--- src/rtl/muldiv_unit.sv ---
// RV32M iterative multiply/divide unit: 32-cycle shift-add / restoring divide with a one-cycle sign fix.
// Define MULDIV_DIV_EN to compile in the divide datapath; otherwise divide ops finish at once with zero.
module muldiv_unit (
    input  logic        clk,
    input  logic        rst,
    input  logic        start,
    input  logic [31:0] A,
    input  logic [31:0] B,
    input  logic [2:0]  funct3,
    output logic        busy,
    output logic        ready,
    output logic [31:0] result
);

    localparam logic [1:0] IDLE = 2'd0;
    localparam logic [1:0] CALC = 2'd1;
    localparam logic [1:0] FIX  = 2'd2;
    localparam logic [1:0] DONE = 2'd3;

    logic [1:0]  state;
    logic [2:0]  op;
    logic [31:0] opnd;      // multiplicand for multiply, divisor for divide
    logic [63:0] acc;       // {hi, lo}: product, or {remainder, quotient}
    logic [5:0]  cnt;
    logic        a_neg, b_neg;

    logic        a_sgn, b_sgn, a_is_neg, b_is_neg;
    logic [31:0] a_abs, b_abs;
    logic [32:0] sum;
    logic [63:0] mul_nxt, prod;
    logic [31:0] mul_res, fix_res;

    always_comb begin
        if (funct3[2]) begin
            a_sgn = ~funct3[0];
            b_sgn = ~funct3[0];
        end else begin
            a_sgn = (funct3 == 3'b001) || (funct3 == 3'b010);
            b_sgn = (funct3 == 3'b001);
        end
        a_is_neg = a_sgn & A[31];
        b_is_neg = b_sgn & B[31];
        a_abs    = a_is_neg ? (~A + 32'd1) : A;
        b_abs    = b_is_neg ? (~B + 32'd1) : B;
    end

    // Multiply step: add multiplicand into the high half when the low multiplier bit is set, shift right.
    always_comb begin
        sum     = {1'b0, acc[63:32]} + {1'b0, (acc[0] ? opnd : 32'd0)};
        mul_nxt = {sum, acc[31:1]};
        prod    = (a_neg ^ b_neg) ? (~acc + 64'd1) : acc;
        mul_res = (op[1:0] == 2'b00) ? prod[31:0] : prod[63:32];
    end

`ifdef MULDIV_DIV_EN
    logic [32:0] shl, diff;
    logic [63:0] div_nxt;
    logic [31:0] quo_s, rem_s;
    logic        div_zero, div_ovf;

    // Restoring step: remainder < divisor always, so diff[32] is a true borrow flag.
    always_comb begin
        shl      = {acc[63:32], acc[31]};
        diff     = shl - {1'b0, opnd};
        div_nxt  = diff[32] ? {shl[31:0], acc[30:0], 1'b0}
                            : {diff[31:0], acc[30:0], 1'b1};
        quo_s    = (a_neg ^ b_neg) ? (~acc[31:0] + 32'd1) : acc[31:0];
        rem_s    = a_neg ? (~acc[63:32] + 32'd1) : acc[63:32];
        fix_res  = op[2] ? (op[1] ? rem_s : quo_s) : mul_res;
        div_zero = funct3[2] && (B == 32'd0);
        div_ovf  = funct3[2] && !funct3[0] && (A == 32'h8000_0000) && (B == 32'hFFFF_FFFF);
    end
`else
    always_comb begin
        fix_res = op[2] ? 32'd0 : mul_res;
    end
`endif

    always_ff @(posedge clk or posedge rst) begin
        if (rst) begin
            state  <= IDLE;
            op     <= '0;
            opnd   <= '0;
            acc    <= '0;
            cnt    <= '0;
            a_neg  <= 1'b0;
            b_neg  <= 1'b0;
            result <= '0;
        end else begin
            case (state)
                IDLE: begin
                    if (start) begin
                        op    <= funct3;
                        a_neg <= a_is_neg;
                        b_neg <= b_is_neg;
                        opnd  <= funct3[2] ? b_abs : a_abs;
                        acc   <= {32'd0, (funct3[2] ? a_abs : b_abs)};
                        cnt   <= '0;
`ifdef MULDIV_DIV_EN
                        if (div_zero) begin
                            result <= funct3[1] ? A : 32'hFFFF_FFFF;
                            state  <= DONE;
                        end else if (div_ovf) begin
                            result <= funct3[1] ? 32'd0 : 32'h8000_0000;
                            state  <= DONE;
                        end else begin
                            state  <= CALC;
                        end
`else
                        if (funct3[2]) begin
                            result <= '0;
                            state  <= DONE;
                        end else begin
                            state  <= CALC;
                        end
`endif
                    end
                end
                CALC: begin
`ifdef MULDIV_DIV_EN
                    acc <= op[2] ? div_nxt : mul_nxt;
`else
                    acc <= mul_nxt;
`endif
                    cnt <= cnt + 6'd1;
                    if (cnt == 6'd31) state <= FIX;
                end
                FIX: begin
                    result <= fix_res;
                    state  <= DONE;
                end
                default: state <= IDLE;
            endcase
        end
    end

    assign busy  = (state == CALC) || (state == FIX);
    assign ready = (state == DONE);

endmodule

--- config.mk ---
export PLATFORM = sky130hd
export DESIGN_NAME = muldiv_unit
export DESIGN_NICKNAME = d
export VERILOG_FILES = /design/src/rtl/muldiv_unit.sv
export SDC_FILE = /design/constraint.sdc
export NUM_CORES = 1
export LEC_CHECK = 0
export ABC_AREA = 0
export BUFFER_PORTS_ARGS = -buffer_cell sky130_fd_sc_hd__buf_2
export CORE_ASPECT_RATIO = 0.8
export CORE_UTILIZATION = 65
export DETAILED_ROUTE_END_ITERATION = 7
export GPL_ROUTABILITY_DRIVEN = 0
export PLACE_DENSITY = 0.86
export SETUP_SLACK_MARGIN = 0.2
export SYNTH_ARGS = -nofsm -noshare
export SYNTH_HDL_FRONTEND = slang
export SYNTH_SLANG_ARGS = --single-unit
--- constraint.sdc ---
create_clock -name clk -period 7.7 [get_ports clk]
set_clock_uncertainty 0.1 [all_clocks]
set_input_delay 0.77 -clock clk [delete_from_list [all_inputs] [get_ports clk]]
set_output_delay 0.77 -clock clk [all_outputs]
set_load 0.02 [all_outputs]
## Word-level counts from Yosys, hierarchy flattened

Index checks and enable logic that the tools add are counted.

- $add $sub $neg: 5
- Equal/unequal tests: 9
- Mux-type cells: 21
- Bitwise gates (word level): 7
- Reduce and logical (&&, ||, !) cells: 10

Operators by type and width:

| kind | count |
|---|---|
| two-way mux 32 bit | 9 |
| two-way mux 64 bit | 2 |
| one-hot mux 64 bit (2 select lines) | 1 |
| adder 32 x 1 -> 32 bit (second input constant) | 2 |
| adder 64 x 1 -> 64 bit (second input constant) | 1 |
| inverter 32 bit | 2 |
| inverter 64 bit | 1 |
| one-hot mux 32 bit (2 select lines) | 1 |
| adder 32 x 32 -> 33 bit | 1 |
| one-hot mux 6 bit (2 select lines) | 1 |
| adder 6 x 1 -> 6 bit (second input constant) | 1 |
| equality test 6 x 5 -> 1 bit (second input constant) | 1 |
| two-way mux 2 bit | 3 |
| two-way mux 6 bit | 1 |
| != test 2 bit (second input constant) | 3 |
| one-hot mux 2 bit (3 select lines) | 1 |
| AND reduction 2 bit | 3 |
| equality test 2 bit (second input constant) | 2 |
| logical NOT 2 bit | 2 |
| nonzero test 2 bit | 2 |
| equality test 3 x 1 -> 1 bit (second input constant) | 1 |
| equality test 3 x 2 -> 1 bit (second input constant) | 1 |
| AND reduction 3 bit | 1 |
| AND 1 bit | 2 |
| 5 further kinds | 7 |

- Input port bits: 70
- Output and inout port bits: 34
- Flip-flop bits (word level): 141
- Logic and storage cells: 60

## Logic depth before layout (Yosys ltp)

- Word-level depth: 8
- Gate-level depth with buffers: 13
- Mapped depth without buffers: 11

## Least setup slack after synthesis

OpenSTA, ideal clock, no wires.

- Path type: register -> register
- Start point: reg acc[0]
- End point: reg acc[55]
- Buffers on the path: 3
- Required time: 7478 ps
- Setup slack: 4272 ps
- Arrival: 3206 ps
- Setup time: 122 ps
- Cell stages (with the launch flop): 13
- Clock period less this slack: 3428 ps
- Cells stage by stage: dfrtp_1 clkbuf_1 clkbuf_1 and2_1 ha_1 clkbuf_1 a211o_1 a2111oi_0 nor3_1 a211oi_1 a31oi_1 or3_1 a32o_1

- Cells in the longest elaborated chain, start to end: 3

Ends and longest elaborated chain:

| element | RTL line | RTL |
|---|---|---|
| start: declaration | 23 | `logic [63:0] acc;` |
| start signal: assignment | 97 | `acc <= {32'd0, (funct3[2] ? a_abs : b_abs)};` |
| start signal: assignment | 123 | `acc <= mul_nxt;` |
| two-way mux 32 bit | 49 | `sum = {1'b0, acc[63:32]} + {1'b0, (acc[0] ? opnd : 32'd0)};` |
| adder 32 x 32 -> 33 bit | 49 |  |
| one-hot mux 64 bit (2 select lines) | 90 | `case (state)` |

Every way passes these cells.
A chain may end at the register's enable or synchronous reset.

## Worst setup path after layout

Ends and elaborated chain as after synthesis.

==> impl_summary.txt <==
----------------------------------------------------
[Outcome]
  Status ... complete, no violations

[Worst setup path]
  Critical path peak fanout ... 37
  Register-to-register path setup slack ... 3.41 ns
  Worst setup path class ... reg2reg
  Kind of launch point of the worst setup path ... flip-flop
  WP data required ... 7.92 ns
  Kind of capture point of the worst setup path ... flip-flop
  Arrival time worst endpoint ... 4.51 ns
  Origin of the critical flop-to-flop path ... acc[0]$_DFFE_PP0P_
  Depth of the worst register-to-register path ... 9
  Critical register-to-register path endpoint ... acc[55]$_DFFE_PP0P_

[Hold path]
  Path type of the worst min-delay path ... in2async

[Layout]
  Leading cell type in the layout, fill and taps excluded ... sky130_fd_sc_hd__dfrtp_1
  Number of antenna repair diodes ... 0
  Net total in the final layout ... 1455
  Core utilization of the finished layout ... 0.746
  Share of cells above drive strength 1 ... 0.133
  Summed area of non-filler cells in the final layout ... 0.0119 mm^2
  Most frequent cells in the layout ... sky130_fd_sc_hd__dfrtp_1, sky130_fd_sc_hd__nand2_1, sky130_fd_sc_hd__o21ai_0
  Growth of design area from synthesis to finish ... 10.6%

[Clock tree]
  Clock Sink Count ... 141
  Cts repair resizes ... 0
  Post-CTS setup buffers ... 0
  Maximum level of the CTS H-tree ... 4
  Clock-pin transition on the worst setup and hold timing paths ... 0.07 ns
  Clock latency at the later pin of the worst-skew pair ... 0.43 ns
  Cts bufs inserted ... 17
  Post-CTS Hold Fix Bufs ... 0
  Master cell of the clock root buffer ... sky130_fd_sc_hd__clkbuf_16
  Buffers from clock root to sink, at most ... 2
  TritonCTS clock tree ... yes

[Synthesis]
  Async set-reset flop share out of synthesis ... 1.00
  Area share of the largest cell type after synthesis ... 0.327
  Synth warn ... 0
  Main flop type after synthesis ... sky130_fd_sc_hd__dfrtp_1
  Unique cell type count in the Yosys netlist ... 73
  Number of standard cells after synthesis ... 1291
  Syn Area/Cell ... 8.36 um^2
  Synthesized flop and latch total ... 141
  Largest cells by area after synthesis ... sky130_fd_sc_hd__dfrtp_1, sky130_fd_sc_hd__xnor2_1, sky130_fd_sc_hd__o21ai_0
  Library cell with the largest summed area after synthesis ... sky130_fd_sc_hd__dfrtp_1
  Area of the mapped netlist ... 0.0108 mm^2
  Post-synth EDFFs ... 0
  Portion of the post-synthesis area used by sequential elements ... 0.327
  Syn Nets ... 1402

[Floorplanning]
  Count of boundary I/O pins ... 104
  Floorplan core area ... 0.0160 mm^2
  Die span in x ... 146 um
  Cell Rows ... 41
  Full die area ... 0.0171 mm^2
  Starting density of the core ... 0.674
  Chip height ... 117 um

[Placed design]
  Post-detail-place hpwl ... 23400 um
  Worst setup timing slack at the placement stage ... 3.55 ns
  Post-Place Cell Area ... 0.0114 mm^2
  Quantity of I/O buffers inserted on ports ... 103

[Detailed routing]
  Count of antenna-violating nets left after detailed routing ... 0
  Detailed-route wire length per cell ... 20.9 um
  Ratio of routed vias to standard cells ... 6.93
  Routed vias ... 10.9k
  Total wire length after detailed routing ... 32900 um
  Number of search-and-repair iterations in the first detailed-routing pass ... 6
  Detailed-route DRC error count ... 0
  Number of violations reported at the end of detailed-routing iteration 0 ... 1279

[Timing]
  Setup violators final ... 0
  Max-slew violation total from the final report ... 0
  Clock period minus final worst setup slack ... 4.29 ns
  Worst-case setup margin in the final layout ... 3.41 ns
  Transition time at the pin with the least slew margin ... 1.17 ns
  RSZ-0062 raised after global routing ... false
  Sum of negative setup slack ... 0 ns
  Final Hold Fails ... 0
  Share of the clock period used by the worst path ... 0.557
  Relative slew margins ... 0.220
  Highest clock frequency the design can meet ... 233 MHz

[Pwr]
  Worst supply voltage drop on vdd ... 0.325 mV
  Static Leakage ... 5.16 nW
  Total design power ... 4.73 mW
  Pwr/cell area ... 396 mW/mm^2

[GRT]
  Vias in the first global route ... 9751
  Wire length of the first global-routing pass ... 51400 um
  Aggregate global routing overflow ... 0
  Global Route Usage Sum ... 0.386
  Largest net degree at the start of global routing ... 80
  Number of antenna violations at the first check in global routing ... 0

[Job]
  Max-Cap Viols ... 0

----------------------------------------------------
-- synthesized netlist by cell type, types with 4 or more instances --
library cell and n:
sky130_fd_sc_hd__a211o_1 4, sky130_fd_sc_hd__a211oi_1 8, sky130_fd_sc_hd__a21o_1 18, sky130_fd_sc_hd__a21oi_1 73, sky130_fd_sc_hd__a221o_1 4, sky130_fd_sc_hd__a221oi_1 4, sky130_fd_sc_hd__a222oi_1 4, sky130_fd_sc_hd__a22o_1 4
sky130_fd_sc_hd__a22oi_1 48, sky130_fd_sc_hd__a31oi_1 21, sky130_fd_sc_hd__and2_1 34, sky130_fd_sc_hd__and3_1 6, sky130_fd_sc_hd__buf_1 4, sky130_fd_sc_hd__clkbuf_1 72, sky130_fd_sc_hd__dfrtp_1 141, sky130_fd_sc_hd__ha_1 40
sky130_fd_sc_hd__inv_1 25, sky130_fd_sc_hd__mux2_2 14, sky130_fd_sc_hd__mux2i_1 8, sky130_fd_sc_hd__nand2_1 127, sky130_fd_sc_hd__nand2b_1 12, sky130_fd_sc_hd__nand3_1 28, sky130_fd_sc_hd__nand4_1 14, sky130_fd_sc_hd__nor2_1 89
sky130_fd_sc_hd__nor3_1 27, sky130_fd_sc_hd__nor3b_1 4, sky130_fd_sc_hd__nor4_1 16, sky130_fd_sc_hd__o211ai_1 7, sky130_fd_sc_hd__o21a_1 7, sky130_fd_sc_hd__o21ai_0 124, sky130_fd_sc_hd__o21ai_1 4, sky130_fd_sc_hd__o221ai_1 32
sky130_fd_sc_hd__o22ai_1 7, sky130_fd_sc_hd__o31ai_1 26, sky130_fd_sc_hd__o41ai_1 8, sky130_fd_sc_hd__or2_2 5, sky130_fd_sc_hd__or3_1 15, sky130_fd_sc_hd__or4_1 13, sky130_fd_sc_hd__xnor2_1 73, sky130_fd_sc_hd__xor2_1 68
-- layer usage --
layer,GRT usage,share of wire
met1,0.516,0.40
met5,0,0
met3,0.0733,0.10
met2,0.601,0.44
met4,0.214,0.052
-- where the power goes --
| part | total (mW) | switching, mW | internal (mW) |
|---|---|---|---|
| logic | 2.52 | 1.55 | 0.967 |
| clock network | 0.789 | 0.366 | 0.423 |
| registers | 1.42 | 0.397 | 1.03 |
-- worst max-delay path, cell delays in order (launching register included) --
cell and delay, ns:
sky130_fd_sc_hd__dfrtp_1 0.99, sky130_fd_sc_hd__and2_1 0.24, sky130_fd_sc_hd__ha_1 0.33, sky130_fd_sc_hd__a211o_1 0.32, sky130_fd_sc_hd__a2111oi_0 0.52, sky130_fd_sc_hd__nor3_1 0.12
sky130_fd_sc_hd__a211oi_1 0.58, sky130_fd_sc_hd__a31oi_1 0.30, sky130_fd_sc_hd__or3_1 0.41, sky130_fd_sc_hd__a32o_1 0.25
-- registers in the layout (all words and copies together) (netlist names) --
register / flops
acc: 64
opnd: 32
result: 32
cnt: 6
op: 3
state: 2
a_neg: 1
b_neg: 1
-- cell type report --
type,instances,area (um^2)
timing repair buffer,114,598
inverter,25,98.8
sequential,141,3530
multi-input combinational,1045,6890
clock buffer,18,429
tap,215,269
fill,1214,4070
clock inverter,14,123
-- stage by stage --
| step | instances | hold WS [ns] |
|---|---|---|
| after floorplan | 1291 | 0.338 |
| after global placement | 1540 | 0.352 |
| after detailed placement | 1540 | 0.371 |
| after CTS | 1572 | 0.330 |
| after global routing | 1572 | 0.349 |
| final | 1572 | 0.277 |
-- how the worst max path moves through the flow --
stage                  startpoint                   to  slack (ns)
2_1_floorplan                 rst    a_neg$_DFFE_PP0P_        3.05
3_3_place_gp   acc[0]$_DFFE_PP0P_  acc[55]$_DFFE_PP0P_        3.73
3_5_place_dp   acc[0]$_DFFE_PP0P_  acc[55]$_DFFE_PP0P_        3.55
4_1_cts        acc[0]$_DFFE_PP0P_  acc[55]$_DFFE_PP0P_        3.54
5_1_grt        acc[0]$_DFFE_PP0P_  acc[55]$_DFFE_PP0P_        3.23
6_report       acc[0]$_DFFE_PP0P_  acc[55]$_DFFE_PP0P_        3.41
-- cells by family (layout without fill, tap and decap cells) --
logic type | Yosys count | in the layout | synth area share
compound gates | 432 | 432 | 0.263
simple gates | 409 | 409 | 0.187
xor+xnor | 141 | 141 | 0.114
flops | 141 | 141 | 0.327
buf+inv | 105 | 171 | 0.0376
fa+ha+maj | 41 | 41 | 0.0482
mux | 22 | 22 | 0.0220
Power figures use the tool's default switching activity.
